`src/rtl/uart_cmd_controller.sv`:
```
// UART command-frame controller: receives A5/CMD/ADDR/DATA/CSUM frames,
// performs one register write or read, and answers with a 4-byte frame.
//
// Ports:
//   clk, rst              clock, asynchronous active-low reset
//   rx_valid, rx_data     received byte strobe and value
//   tx_valid, tx_data     transmit request strobe and byte
//   tx_busy, tx_done      transmitter status and byte-complete strobe
//   reg_wr_en, reg_rd_en  one-cycle register write / read strobes
//   reg_addr, reg_wdata   register address and write data
//   reg_rdata             register read data (valid 1 cycle after reg_rd_en)
//   busy                  controller not idle
//   err_count             saturating count of rejected frames
module uart_cmd_controller #(
    parameter logic [7:0] SYNC_BYTE      = 8'hA5,
    parameter logic [7:0] RESP_BYTE      = 8'h5A,
    parameter int         TIMEOUT_CYCLES = 1000000,
    parameter int         TIMEOUT_W      = 20
) (
    input  logic       clk,
    input  logic       rst,
    input  logic       rx_valid,
    input  logic [7:0] rx_data,
    output logic       tx_valid,
    output logic [7:0] tx_data,
    input  logic       tx_busy,
    input  logic       tx_done,
    output logic       reg_wr_en,
    output logic       reg_rd_en,
    output logic [7:0] reg_addr,
    output logic [7:0] reg_wdata,
    input  logic [7:0] reg_rdata,
    output logic       busy,
    output logic [7:0] err_count
);

    typedef enum logic [3:0] {
        IDLE,
        GET_CMD,
        GET_ADDR,
        GET_DATA,
        GET_CSUM,
        EXEC,
        RD_WAIT,
        TX_LOAD,
        TX_WAIT
    } state_t;

    localparam logic [7:0] CMD_WR = 8'h01;
    localparam logic [7:0] CMD_RD = 8'h02;
    localparam logic [TIMEOUT_W-1:0] T_LAST =
        TIMEOUT_W'(TIMEOUT_CYCLES - 1);

    state_t               state;
    logic [7:0]           cmd;
    logic [7:0]           addr;
    logic [7:0]           data;
    logic [7:0]           csum;
    logic [7:0]           status;
    logic [7:0]           resp_data;
    logic [1:0]           idx;
    logic [TIMEOUT_W-1:0] tcnt;
    logic [7:0]           tx_byte;
    logic [7:0]           csum_calc;
    logic [7:0]           err_inc;
    logic                 timed_out;

    assign csum_calc = cmd ^ addr ^ data;
    assign timed_out = (tcnt == T_LAST);
    assign err_inc   = (err_count == 8'hFF) ? err_count : err_count + 8'd1;
    assign busy      = (state != IDLE);

    always_comb begin
        tx_byte = RESP_BYTE;
        unique case (idx)
            2'd0: tx_byte = RESP_BYTE;
            2'd1: tx_byte = status;
            2'd2: tx_byte = resp_data;
            2'd3: tx_byte = status ^ resp_data;
        endcase
    end

    always_ff @(posedge clk or negedge rst) begin
        if (!rst) begin
            state     <= IDLE;
            tx_valid  <= 1'b0;
            tx_data   <= '0;
            reg_wr_en <= 1'b0;
            reg_rd_en <= 1'b0;
            reg_addr  <= '0;
            reg_wdata <= '0;
            err_count <= '0;
            cmd       <= '0;
            addr      <= '0;
            data      <= '0;
            csum      <= '0;
            status    <= '0;
            resp_data <= '0;
            idx       <= '0;
            tcnt      <= '0;
        end else begin
            tx_valid  <= 1'b0;
            reg_wr_en <= 1'b0;
            reg_rd_en <= 1'b0;
            unique case (state)
                IDLE: begin
                    if (rx_valid && rx_data == SYNC_BYTE) begin
                        tcnt  <= '0;
                        state <= GET_CMD;
                    end
                end
                GET_CMD, GET_ADDR, GET_DATA, GET_CSUM: begin
                    if (rx_valid) begin
                        tcnt <= '0;
                        if (state == GET_CMD) begin
                            cmd   <= rx_data;
                            state <= GET_ADDR;
                        end else if (state == GET_ADDR) begin
                            addr  <= rx_data;
                            state <= GET_DATA;
                        end else if (state == GET_DATA) begin
                            data  <= rx_data;
                            state <= GET_CSUM;
                        end else begin
                            // Strobes are launched here so they are
                            // high during the EXEC cycle itself.
                            csum  <= rx_data;
                            state <= EXEC;
                            if (csum_calc == rx_data) begin
                                if (cmd == CMD_WR) begin
                                    reg_wr_en <= 1'b1;
                                    reg_addr  <= addr;
                                    reg_wdata <= data;
                                end else if (cmd == CMD_RD) begin
                                    reg_rd_en <= 1'b1;
                                    reg_addr  <= addr;
                                end
                            end
                        end
                    end else if (timed_out) begin
                        state     <= IDLE;
                        err_count <= err_inc;
                    end else begin
                        tcnt <= tcnt + 1'b1;
                    end
                end
                EXEC: begin
                    idx <= '0;
                    if (csum_calc != csum) begin
                        status    <= 8'h01;
                        resp_data <= 8'h00;
                        err_count <= err_inc;
                        state     <= TX_LOAD;
                    end else if (cmd != CMD_WR && cmd != CMD_RD) begin
                        status    <= 8'h02;
                        resp_data <= 8'h00;
                        err_count <= err_inc;
                        state     <= TX_LOAD;
                    end else if (cmd == CMD_WR) begin
                        status    <= 8'h00;
                        resp_data <= data;
                        state     <= TX_LOAD;
                    end else begin
                        state <= RD_WAIT;
                    end
                end
                RD_WAIT: begin
                    status    <= 8'h00;
                    resp_data <= reg_rdata;
                    state     <= TX_LOAD;
                end
                TX_LOAD: begin
                    if (!tx_busy) begin
                        tx_valid <= 1'b1;
                        tx_data  <= tx_byte;
                        state    <= TX_WAIT;
                    end
                end
                TX_WAIT: begin
                    if (tx_done) begin
                        idx   <= idx + 2'd1;
                        state <= (idx == 2'd3) ? IDLE : TX_LOAD;
                    end
                end
                default: state <= IDLE;
            endcase
        end
    end

endmodule
```
`config.mk`:
```
export PLATFORM = sky130hd
export DESIGN_NAME = uart_cmd_controller
export DESIGN_NICKNAME = d
export VERILOG_FILES = /design/src/rtl/uart_cmd_controller.sv
export SDC_FILE = /design/constraint.sdc
export NUM_CORES = 1
export LEC_CHECK = 0
export ABC_AREA = 1
export CAP_MARGIN = 15
export CORE_MARGIN = 2
export CORE_UTILIZATION = 60
export CTS_CLUSTER_DIAMETER = 50
export DETAILED_ROUTE_END_ITERATION = 8
export PLACE_DENSITY = 0.85
export SLEW_MARGIN = 15
export SYNTH_ARGS = -nofsm -noshare
export SYNTH_HDL_FRONTEND = slang
export SYNTH_SLANG_ARGS = --single-unit
```
`constraint.sdc`:
```
create_clock -name clk -period 4.55 [get_ports clk]
set_input_delay 0.455 -clock clk [delete_from_list [all_inputs] [get_ports clk]]
set_output_delay 0.455 -clock clk [all_outputs]
set_load 0.005 [all_outputs]
```
==> results.yml <==
synthesis:
  yosysUniqueCellTypes: 46
  synth_area_sq_um: 5840
  synth_ff_type: "dfrtp_1"
  synth_most_common_cell: "nand2_1"
  synth_fp_nets: 786
  netlist_instances: 759
  seq_area_frac_synth_pct: 44.1
  synth_top_area_cell: "dfrtp_1"
  synth_top_area_share_pct: 44.1
  synth-async-reset-ratio_pct: 100
  synth_area_leaders: "dfrtp_1 (44%), nand2_1 (16%), nand3_1 (5.1%)"
  synth_edf_count: 0
  synth_commonest_cells: "nand2_1 (255), dfrtp_1 (103), inv_1 (78)"
  avgSynthCellArea_sq_um: 7.70
  yosysWarnings: 0
  ys_ff_latch: 103
worst_hold_path:
  hp-class: "in2async"
global_route:
  gr-total-overflow: 0
  grt_max_degree: 64
  grt_antenna_before_repair: 0
  first_global_vias: 5015
  grt_pass1_wl_um: 23000
  grt_use_total_pct: 27.7
sta:
  period_share_pct: 63.1
  min_period_ns: 2.87
  setup_ws_ns: 1.68
  finalClockSkew_ns: 0.00785
  setup_tns_ns: 0
  clock.fmax_mhz: 348
  grt_setup_unrepaired: "false"
  finalSetupViolCount: 0
  worst_pin_slew_ns: 0.786
  maxSlewHeadroom_pct: 47.4
  hold_viol_final: 0
  drv_slew: 0
detailed_routing:
  drtPass1Iterations: 6
  vias: 5310
  dr.first_iter.drc_count: 377
  drc: 0
  wirelength_um: 13800
  vias_per_cell: 5.62
  avgRoutedWirePerCell_um: 14.6
  ant_nets: 0
clock_network:
  cts_tree: "done"
  clock_latency_ns: 0.38
  cts_buffers: 9
  cts_max_path_buffers: 2
  ctsResizeCount: 0
  clkTransAtPathRegs_ns: 0.11
  ctsHoldBuffers: 0
  cts-root-buf: "clkbuf_8"
  htreeDepth: 3
  cts_sinks: 103
  postCtsSetupRepairBufs: 0
power:
  finalPower_mw: 3.46
  leakage_nw: 3.25
  powerDensity_nw_per_um2: 521
  irDropWorstVdd_mv: 0.237
run:
  cap_violations: 0
finish:
  nFillCells: 780
  final_area_sq_um: 6630
  drive_gt1_share_pct: 7.76
  multi_input_area_sq_um: 2810
  regArea_sq_um: 2580
  layout.nets: 834
  n_antenna_cell: 0
  area_growth_pct: 13.5
die:
  pin_count: 57
  die_w_um: 103
  fp-row-count: 36
  die_area_sq_um: 10500
  initial_utilization_pct: 60.9
  die_h_um: 103
  core-area_sq_um: 9590
critical_path:
  required_ns: 4.82
  crit_type: "reg2reg"
  start_kind: "flop"
  critPathMaxFanout: 12
  crit_path_end_kind: "flop"
  critPathArrivalTime_ns: 3.14
placed_design:
  post-place-ws_ns: 1.39
  dp_hpwl_um: 10200
  port_buffers: 56
  gp_congestion: 0.961
  dpl_cell_area_sq_um: 6450
status:
  outcome: "complete, no violations"
layer usage:
metal | GRT usage [%] | wire length, um
met1 | 36.9 | 5970
met2 | 46.3 | 6640
met3 | 4.88 | 950
met4 | 9.23 | 249
met5 | 0 | 0
final cells by class:
class	count	share of cell area, %
Timing Repair Buffer	57	8.53
Multi-Input combinational cell	548	42.3
Sequential cell	103	38.9
Inverter	88	4.98
Clock buffer	9	1.87
Clock inverter	7	0.943
Tap cell	133	2.51
final timing paths:
| check | from | endpoint | slack, ns | cells after the start |
|---|---|---|---|---|
| worst max-delay path | cmd[7] | resp_data[4] | 1.68 | 14 |
| worst min-delay path | rst | reg_wdata[6] | 0.14 | 1 |
| worst max register to register | cmd[7] | resp_data[4] | 1.68 | 14 |
| worst min register to register | reg_wdata[5] | reg_wdata[5] | 0.48 | 2 |
| max in group asynchronous | rst | tcnt[16] | 3.38 | 2 |
| min in group clk | reg_wdata[5] | reg_wdata[5] | 0.48 | 2 |
stage by stage:
step / util [%] / std cells / hold WS [ns]
global placement: 67.2 / 929 / 0.456
finish: 69.1 / 945 / 0.137
floorplan: - / 759 / 0.159
detailed placement: 67.2 / 929 / 0.459
CTS: 69.1 / 945 / 0.164
global route: 69.1 / 945 / 0.208
critical path, cell delays in order, from the launching register on:
cell and delay, ns:
dfrtp_1 0.42, inv_1 0.08, nand2_1 0.07, nand3_1 0.15
nand2_1 0.10, nand2_1 0.06, nand2_1 0.05, inv_1 0.08
nand2_1 0.07, nor2_1 0.60, nand3_1 0.22, nand2_1 0.37
nand2_1 0.28, nand2_1 0.13, nand2_1 0.07
registers in the layout (all words and copies together), names as in the netlist:
name and count:
resp_data 8, status 2, tx_data 8, data 8, reg_rd_en 1, reg_wr_en 1, reg_wdata 8, reg_addr 8
tx_valid 1, state 4, addr 8, cmd 8, tcnt 20, err_count 8, idx 2, csum 8
cell usage in the layout, fill, tap and decap left out, types with 2 or more instances in the layout:
master,count
nor4_1,7
nand3_4,2
o22ai_1,2
o21bai_1,2
nor2_2,3
ha_1,6
clkbuf_8,9
nand2_1,255
o21a_1,3
inv_8,2
nor3_1,14
inv_2,9
clkdlybuf4s50_1,55
buf_4,2
or2_2,4
o21ai_0,42
a32o_1,4
nand2_4,3
inv_6,3
nand4_1,43
a21oi_1,2
dfrtp_1,103
nand2_2,7
o31ai_1,2
nor2_4,10
xnor2_1,2
xor2_1,17
o21ai_1,4
nor2_1,39
inv_1,78
o211ai_1,2
nor3b_1,2
nand3_1,59
nor3_4,2
kinds of logic (layout without fill, tap and decap cells):
logic type,after synthesis,in the layout,synth area share (%)
AOI/OAI and AO/OA,69,69,7.22
buffers and inverters,108,161,7.86
DFF,103,103,44.1
and+or+nand+nor,454,454,36.7
xor gates and xnor gates,19,19,2.85
adders and majority gates,6,6,1.28
report_power, final:
part / internal, mW / switching [mW] / leakage [nW]
logic: 0.511 / 0.972 / 1.79
clock network: 0.213 / 0.353 / 0.0984
registers: 1.16 / 0.249 / 1.36
total: 1.88 / 1.57 / 3.25
Note: power is estimated with default switching activity, not from simulation.
